`src/rtl/free_list_mw_pkg.sv`:
```
// Shared constants, width helpers and pointer type for the multi-way free list.
package fl_pkg;

    localparam int DEF_PRF_NUM    = 64;
    localparam int DEF_ARF_NUM    = 32;
    localparam int DEF_DISPATCH_W = 2;
    localparam int DEF_RETIRE_W   = 2;

    // Pointer carries one extra wrap bit above the storage index.
    function automatic int fl_ptr_w(input int depth);
        return $clog2(depth) + 1;
    endfunction

    function automatic int fl_cnt_w(input int depth);
        return $clog2(depth + 1);
    endfunction

    function automatic int fl_pop_w(input int lanes);
        return $clog2(lanes + 1);
    endfunction

    localparam int DEF_PTR_W = fl_ptr_w(DEF_PRF_NUM - DEF_ARF_NUM);

    typedef logic [DEF_PTR_W-1:0] fl_ptr_t;

endpackage

```
`src/rtl/free_list_mw_chk.sv`:
```
// Protocol checker for the free list request inputs.
module free_list_mw_chk #(
    parameter int DISPATCH_W = 2
) (
    input logic                  clk,
    input logic                  rst,
    input logic [DISPATCH_W-1:0] alloc_req
);

    logic [DISPATCH_W-1:0] req_inc_s;

    assign req_inc_s = alloc_req + DISPATCH_W'(1);

    // A thermometer mask plus one shares no set bit with the mask itself.
    a_alloc_thermometer: assert property (@(posedge clk) disable iff (rst)
        ((alloc_req & req_inc_s) == '0))
        else $error("alloc_req_i is not a thermometer mask");

endmodule

```
`src/rtl/free_list_mw_prefix_cnt.sv`:
```
// Exclusive prefix popcount: pfx lane j holds the number of set bits below j.
module fl_prefix_cnt #(
    parameter int W  = 2,
    parameter int CW = $clog2(W + 1)
) (
    input  logic [W-1:0]    vec,
    output logic [W*CW-1:0] pfx,
    output logic [CW-1:0]   total
);

    logic [CW-1:0] acc_s;

    // Running sum across lanes in lane order.
    always_comb begin
        acc_s = '0;
        pfx   = '0;
        for (int j = 0; j < W; j++) begin
            pfx[j*CW +: CW] = acc_s;
            acc_s           = acc_s + CW'(vec[j]);
        end
        total = acc_s;
    end

endmodule

```
`src/rtl/free_list_mw.sv`:
```
// Multi-way physical-register free list with wrap-bit pointers and head recovery.
// Define FREE_LIST_BYPASS_EN to let same-cycle retired pregs serve allocation lanes.
module free_list_mw
    import fl_pkg::*;
#(
    parameter int PRF_NUM    = DEF_PRF_NUM,
    parameter int ARF_NUM    = DEF_ARF_NUM,
    parameter int DISPATCH_W = DEF_DISPATCH_W,
    parameter int RETIRE_W   = DEF_RETIRE_W,
    localparam int FL_DEPTH  = PRF_NUM - ARF_NUM,
    localparam int PRF_IDX_W = $clog2(PRF_NUM),
    localparam int PTR_W     = fl_ptr_w(FL_DEPTH),
    localparam int CNT_W     = fl_cnt_w(FL_DEPTH)
) (
    input  logic                            clk,
    input  logic                            rst,
    input  logic [DISPATCH_W-1:0]           alloc_req_i,
    output logic [DISPATCH_W*PRF_IDX_W-1:0] free_preg_o,
    output logic [DISPATCH_W-1:0]           free_vld_o,
    output logic                            alloc_stall_o,
    input  logic [RETIRE_W-1:0]             retire_vld_i,
    input  logic [RETIRE_W*PRF_IDX_W-1:0]   retire_preg_i,
    input  logic                            recover_en_i,
    input  logic [PTR_W-1:0]                recover_head_i,
    output logic [PTR_W-1:0]                head_o,
    output logic [CNT_W-1:0]                count_o,
    output logic                            err_overflow_o
);

    localparam int IDX_W = PTR_W - 1;
    localparam int AW    = PTR_W + 2;
    localparam int RCW   = fl_pop_w(RETIRE_W);

    if (FL_DEPTH < 2 || (FL_DEPTH & (FL_DEPTH - 1)) != 0) begin : g_bad_depth
        $error("PRF_NUM-ARF_NUM must be a power of two");
    end
    if (DISPATCH_W > FL_DEPTH) begin : g_bad_dispatch
        $error("DISPATCH_W must not exceed PRF_NUM-ARF_NUM");
    end

    logic [PRF_IDX_W-1:0]  fl_r [FL_DEPTH];
    logic [PTR_W-1:0]      head_r;
    logic [PTR_W-1:0]      tail_r;
    logic                  err_r;

    logic [PTR_W-1:0]      count_s;
    logic [RETIRE_W*RCW-1:0] ret_pfx_s;
    logic [RCW-1:0]        n_ret_s;
    logic [AW-1:0]         k_s;
    logic [AW-1:0]         avail_s;
    logic [AW-1:0]         k_fired_s;
    logic                  fire_s;
    logic                  overflow_s;
    logic [IDX_W-1:0]      rd_idx_s;
    logic [IDX_W-1:0]      wr_idx_s [RETIRE_W];

    fl_prefix_cnt #(
        .W  (RETIRE_W),
        .CW (RCW)
    ) u_ret_pfx (
        .vec   (retire_vld_i),
        .pfx   (ret_pfx_s),
        .total (n_ret_s)
    );

    assign count_s = tail_r - head_r;

    // Requested lane count.
    always_comb begin
        k_s = '0;
        for (int i = 0; i < DISPATCH_W; i++) begin
            k_s = k_s + AW'(alloc_req_i[i]);
        end
    end

    // Availability, all-or-nothing allocation and overflow detection.
    always_comb begin
`ifdef FREE_LIST_BYPASS_EN
        avail_s = AW'(count_s) + AW'(n_ret_s);
`else
        avail_s = AW'(count_s);
`endif
        fire_s = 1'b0;
        alloc_stall_o = 1'b0;
        if (recover_en_i) begin
            alloc_stall_o = 1'b1;
        end else if (k_s > avail_s) begin
            alloc_stall_o = 1'b1;
        end else begin
            fire_s = 1'b1;
        end
        if (fire_s) begin
            k_fired_s = k_s;
        end else begin
            k_fired_s = '0;
        end
        overflow_s = (AW'(count_s) + AW'(n_ret_s)) > (AW'(FL_DEPTH) + k_fired_s);
    end

    // Per-lane offer: stored entries first, then (in bypass builds) packed retires.
    always_comb begin
        free_preg_o = '0;
        free_vld_o  = '0;
        rd_idx_s    = '0;
        for (int i = 0; i < DISPATCH_W; i++) begin
            if (AW'(i) < AW'(count_s)) begin
                rd_idx_s = head_r[IDX_W-1:0] + IDX_W'(i);
                free_preg_o[i*PRF_IDX_W +: PRF_IDX_W] = fl_r[rd_idx_s];
            end else begin
`ifdef FREE_LIST_BYPASS_EN
                for (int j = 0; j < RETIRE_W; j++) begin
                    free_preg_o[i*PRF_IDX_W +: PRF_IDX_W] =
                        free_preg_o[i*PRF_IDX_W +: PRF_IDX_W] |
                        ({PRF_IDX_W{retire_vld_i[j] &&
                          ((AW'(ret_pfx_s[j*RCW +: RCW]) + AW'(count_s)) == AW'(i))}} &
                         retire_preg_i[j*PRF_IDX_W +: PRF_IDX_W]);
                end
`else
                free_preg_o[i*PRF_IDX_W +: PRF_IDX_W] = '0;
`endif
            end
            free_vld_o[i] = (AW'(i) < avail_s);
        end
    end

    // Retire lanes pack contiguously starting at tail.
    always_comb begin
        for (int j = 0; j < RETIRE_W; j++) begin
            wr_idx_s[j] = tail_r[IDX_W-1:0] + IDX_W'(ret_pfx_s[j*RCW +: RCW]);
        end
    end

    // Pointer, storage and sticky error state.
    always_ff @(posedge clk) begin
        if (rst) begin
            head_r <= '0;
            tail_r <= PTR_W'(FL_DEPTH);
            err_r  <= 1'b0;
            for (int i = 0; i < FL_DEPTH; i++) begin
                fl_r[i] <= PRF_IDX_W'(ARF_NUM + i);
            end
        end else begin
            if (recover_en_i) begin
                head_r <= recover_head_i;
            end else if (fire_s) begin
                head_r <= head_r + PTR_W'(k_s);
            end else begin
                head_r <= head_r;
            end
            if (overflow_s) begin
                err_r <= 1'b1;
            end else begin
                tail_r <= tail_r + PTR_W'(n_ret_s);
                for (int j = 0; j < RETIRE_W; j++) begin
                    if (retire_vld_i[j]) begin
                        fl_r[wr_idx_s[j]] <= retire_preg_i[j*PRF_IDX_W +: PRF_IDX_W];
                    end
                end
            end
        end
    end

    assign head_o         = head_r;
    assign count_o        = CNT_W'(count_s);
    assign err_overflow_o = err_r;

    free_list_mw_chk #(
        .DISPATCH_W (DISPATCH_W)
    ) u_chk (
        .clk       (clk),
        .rst       (rst),
        .alloc_req (alloc_req_i)
    );

endmodule

```
`config.mk`:
```
export PLATFORM = sky130hd
export DESIGN_NAME = free_list_mw
export DESIGN_NICKNAME = d
export VERILOG_FILES = /design/src/rtl/free_list_mw_pkg.sv /design/src/rtl/free_list_mw_chk.sv /design/src/rtl/free_list_mw_prefix_cnt.sv /design/src/rtl/free_list_mw.sv
export SDC_FILE = /design/constraint.sdc
export NUM_CORES = 1
export LEC_CHECK = 0
export ABC_CLOCK_PERIOD_IN_PS = 5000
export BUFFER_PORTS_ARGS = -buffer_cell sky130_fd_sc_hd__buf_4
export CORE_MARGIN = 4
export CORE_UTILIZATION = 40
export CTS_CLUSTER_SIZE = 12
export DETAILED_ROUTE_END_ITERATION = 6
export PLACE_DENSITY = 0.66
export SYNTH_ARGS = -nofsm -noshare
export SYNTH_HDL_FRONTEND = slang
export SYNTH_HIERARCHICAL = 1
export SYNTH_SLANG_ARGS = --single-unit
```
`constraint.sdc`:
```
create_clock -name clk -period 5 [get_ports clk]
set_input_delay 0.75 -clock clk [delete_from_list [all_inputs] [get_ports clk]]
set_output_delay 0.75 -clock clk [all_outputs]
set_load 0.005 [all_outputs]
```
==> parameters.txt <==
Parameter                              Value

Yosys
  Number of enable-type register cells in the synthesized netlist    192
  Syn Std Cell Area    0.0147 sq mm
  Register area share after synthesis    0.418
  Unique masters post-synth    68
  Post-synth top area share    0.393
  Synth warnings    6
  Dominant cells by area after synthesis    sky130_fd_sc_hd__edfxtp_1 (39%), sky130_fd_sc_hd__mux4_2 (18%), sky130_fd_sc_hd__nor3_1 (3.4%)
  Top FF cell, synth    sky130_fd_sc_hd__edfxtp_1
  Number of cells produced by synthesis    1,360
  Post-synth ARST share    0
  Post-synth top area cell    sky130_fd_sc_hd__edfxtp_1
  Total of flip-flops plus latches after synthesis    210
  Average footprint of a synthesized cell    10.8 sq um

Clock network
  CTS tree    built
  CTS H-tree depth    1
  CTS Root Cell    sky130_fd_sc_hd__clkbuf_16
  CTS max path bufs    3
  Total clock sinks    210
  Num CTS Buffers    23
  Register clock-pin slew on the reported worst setup and hold paths    0.07 ns
  Insertion delay to the later sink of the worst-skew pair    0.53 ns
  Hold buffer count at cts    0

Layout
  Share of post-route cells with drive strength above 1    0.238
  # nets final    1,438
  Finished Layout Cells    1,861
  Filler instances    3,241
  Leading cell types in the layout, fill and taps excluded    sky130_fd_sc_hd__edfxtp_1 (192), sky130_fd_sc_hd__mux4_2 (120), sky130_fd_sc_hd__buf_4 (119), sky130_fd_sc_hd__nor2_1 (112), sky130_fd_sc_hd__nand2_1 (105)
  Most frequent standard cell in the layout excluding fill and tap cells    sky130_fd_sc_hd__edfxtp_1
  Area Growth Syn to Fin    12.4%

Floorplan
  IO Count    53
  Core outline area    0.0358 sq mm
  Placement row count    69
  Height of the die    199 um
  Die outline width    199 um
  Starting utilization of the core area    0.409
  Die area    0.0398 sq mm

Power and ir drop
  Clock Power Share    0.246
  Pwr/cell area    392 mW/mm^2
  P_leak    4.95 nW
  Total Power    0.00646 W
  Pint    0.00388 W
  Switching power of the nets    0.00258 W
  Worst IR Drop VDD    0.282 mV
  Logic pwr share    0.424
  Switching portion of total power    0.399
  Part of the total power dissipated in sequential elements    0.330

GRT
  Largest net degree at the start of global routing    59
  Global routing usage on met1    0.370
  Number of antenna violations at the first check in global routing    2
  Met3 capacity usage during global routing    0.0868
  Vias in the first global route    12,000
  Global-route wire length before repair    80,100 um
  Overall fraction of global-route tracks in use    0.271
  Most heavily used metal layer in global routing    met2
  Met2 Track Usage GR    0.401
  Remaining global-route overflow    0

Timing
  Final hold violation count    0
  Largest clock skew in the final design    0.0141 ns
  Worst slew margin relative to its limit    0.156
  Final worst path period need    4.84 ns
  Least-Margin Pin Slew    1.26 ns
  Slew Limit Fails    0
  RSZ-0062 raised after global routing    yes
  Part of the cycle the worst path needs    0.968
  Max Fclk    207 MHz
  Setup TNS    0 ns
  # setup viols final    0
  Worst-case setup margin in the final layout    0.158 ns

Place
  Number of instances in the placed design    1,812
  Port Buffer Count    52
  Detail Placement HPWL    39,100 um
  Placer's final routability congestion estimate    1.00
  Placement-stage worst setup slack    0.105 ns

Critical path
  Signal arrival time at the worst endpoint    5.12 ns
  Flop2flop setup slack    0.16 ns
  Cell-by-cell trace of the critical path    inv_1 -> ha_1 -> inv_1 -> fa_2 -> inv_1 -> ha_1 -> nor2b_1 -> o21ai_1 -> nor4_4 -> nor2_1 -> nand2_1 -> ha_1 -> a21oi_1 -> a21oi_1 -> o2111ai_2 -> a221oi_4 -> buf_12 -> buf_4 -> buf_4 -> nor3_1 -> mux2_1
  Number of buffers and inverters on the critical path    6
  Critical path fanouts, max    18
  Crit-path slowest cell    sky130_fd_sc_hd__fa_2
  Category of the worst setup path launch point    flip-flop
  Critical path start-end classification    reg2reg
  Type of element capturing the critical path    flip-flop
  Critical path required time    5.28 ns
  Stage delay of the slowest cell on the critical path    0.59 ns
  Dominant delay contributor by cell family on the critical path    adder cells

Detailed routing
  DRC violation total after the first TritonRoute iteration    2,107
  Routed wire length per instance    29.7 um
  Via count of the routed design    13,000
  Remaining number of nets flagged by the antenna check after routing    0
  Length of the first detailed-routing pass in iterations    7
  Count of unresolved DRC violations after routing    11
  Average vias per placed instance    7.00
  Aggregate routed wire length    55,300 um

Run
  Max-capacitance violation count    0

Status
  Result of the run    finished, violations left
  Violated checks    design-rule violations

Worst hold path
  Worst min-delay path category    in2reg
==> state kept, by name, indices dropped and copies added, names as in the netlist, named ones only <==
name            flops
fl_r              192
tail_r              6
head_o              6
err_overflow_o      1
==> Yosys cell counts (12+ instances only) <==
cell,count
sky130_fd_sc_hd__edfxtp_1,192
sky130_fd_sc_hd__mux4_2,120
sky130_fd_sc_hd__nor2_1,112
sky130_fd_sc_hd__nand2_1,106
sky130_fd_sc_hd__nor3_1,99
sky130_fd_sc_hd__nand3_1,93
sky130_fd_sc_hd__o21ai_0,84
sky130_fd_sc_hd__a21oi_1,77
sky130_fd_sc_hd__clkbuf_1,71
sky130_fd_sc_hd__a31oi_1,43
sky130_fd_sc_hd__nand4_1,29
sky130_fd_sc_hd__inv_1,28
sky130_fd_sc_hd__buf_2,26
sky130_fd_sc_hd__mux2_2,23
sky130_fd_sc_hd__ha_1,22
sky130_fd_sc_hd__nor4_1,19
sky130_fd_sc_hd__dfxtp_1,18
sky130_fd_sc_hd__mux2i_1,18
sky130_fd_sc_hd__buf_1,16
sky130_fd_sc_hd__buf_4,14
sky130_fd_sc_hd__nand2b_1,13
sky130_fd_sc_hd__and3_1,12
==> power by group through the flow <==
stage	sequential [W]	combinational, W	clock [W]
global route	0.00214	0.00286	0.00166
floorplan	0.00210	0.00167	0
detailed placement	0.00217	0.00252	0
finish	0.00213	0.00274	0.00159
CTS	0.00213	0.00252	0.00159
global placement	0.00216	0.00249	0
==> path summary, 6_finish.rpt <==
check | start | end | cells past startpoint
setup reg to reg | tail_r[0]$_SDFFE_PP0N_ | fl_r[21][3]$_DFFE_PP_ | 21
hold / removal | recover_head_i[1] | head_o[1]$_SDFFE_PP0N_ | 2
hold reg to reg | tail_r[5]$_SDFFE_PP1N_ | tail_r[5]$_SDFFE_PP1N_ | 2
setup / recovery | tail_r[0]$_SDFFE_PP0N_ | fl_r[21][3]$_DFFE_PP_ | 21
==> layout make-up <==
class	count	area [sq um]	share of cell area
diodes	1	2.50	0.000152
multi-input cells	995	7910	0.480
well taps	461	577	0.0350
clock inverters	8	43.8	0.00266
clock buffers	31	636	0.0386
repair buffers	127	1070	0.0650
flip-flops and latches	210	6130	0.372
inverters	28	105	0.00638
==> per-stage QoR <==
| stage | hold slack (ns) | util | area, sq um |
|---|---|---|---|
| 3_5_place_dp | 0.517 | 0.438 | 15700 |
| 2_1_floorplan | 0.465 | - | 14700 |
| 4_1_cts | 0.505 | 0.457 | 16400 |
| 6_report | 0.512 | 0.460 | 16500 |
| 3_3_place_gp | 0.498 | 0.438 | 15700 |
| 5_1_grt | 0.516 | 0.460 | 16500 |
==> cell families (layout without fill, tap and decap cells) <==
logic type               count (synthesis)  count (layout)  synth area share
adder cells (fa/ha/maj)                 28              28            0.0270
buffers and inverters                  157             194            0.0470
flip-flops                             210             210             0.418
other                                    1               4          0.000256
multiplexers                           162             162             0.215
AND/OR/NAND/NOR                        526             526             0.177
AO/OA/AOI/OAI                          263             263             0.107
XOR/XNOR                                13              13           0.00879
==> routing by layer <==
| layer | up-vias | part of all wire |
|---|---|---|
| met5 | - | 0.00049 |
| met3 | 276 | 0.15 |
| met1 | 6203 | 0.36 |
| met2 | 1172 | 0.42 |
| li1 | 5372 | - |
| met4 | 4 | 0.062 |
==> what timing repair did <==
action | in CTS | in global routing
setup endpoints to repair | 0 | 268
setup buffers | 0 | 7
gates resized for setup | 0 | 8
==> worst register-to-register path, cell delays in order, from the launching register on <==
cell	delay [ns]
sky130_fd_sc_hd__dfxtp_1	0.35
sky130_fd_sc_hd__inv_1	0.07
sky130_fd_sc_hd__ha_1	0.20
sky130_fd_sc_hd__inv_1	0.07
sky130_fd_sc_hd__fa_2	0.59
sky130_fd_sc_hd__inv_1	0.10
sky130_fd_sc_hd__ha_1	0.29
sky130_fd_sc_hd__nor2b_1	0.14
sky130_fd_sc_hd__o21ai_1	0.21
sky130_fd_sc_hd__nor4_4	0.07
sky130_fd_sc_hd__nor2_1	0.17
sky130_fd_sc_hd__nand2_1	0.08
sky130_fd_sc_hd__ha_1	0.30
sky130_fd_sc_hd__a21oi_1	0.07
sky130_fd_sc_hd__a21oi_1	0.26
sky130_fd_sc_hd__o2111ai_2	0.19
sky130_fd_sc_hd__a221oi_4	0.39
sky130_fd_sc_hd__buf_12	0.23
sky130_fd_sc_hd__buf_4	0.26
sky130_fd_sc_hd__buf_4	0.21
sky130_fd_sc_hd__nor3_1	0.06
sky130_fd_sc_hd__mux2_1	0.31
Power figures use the tool's default switching activity.
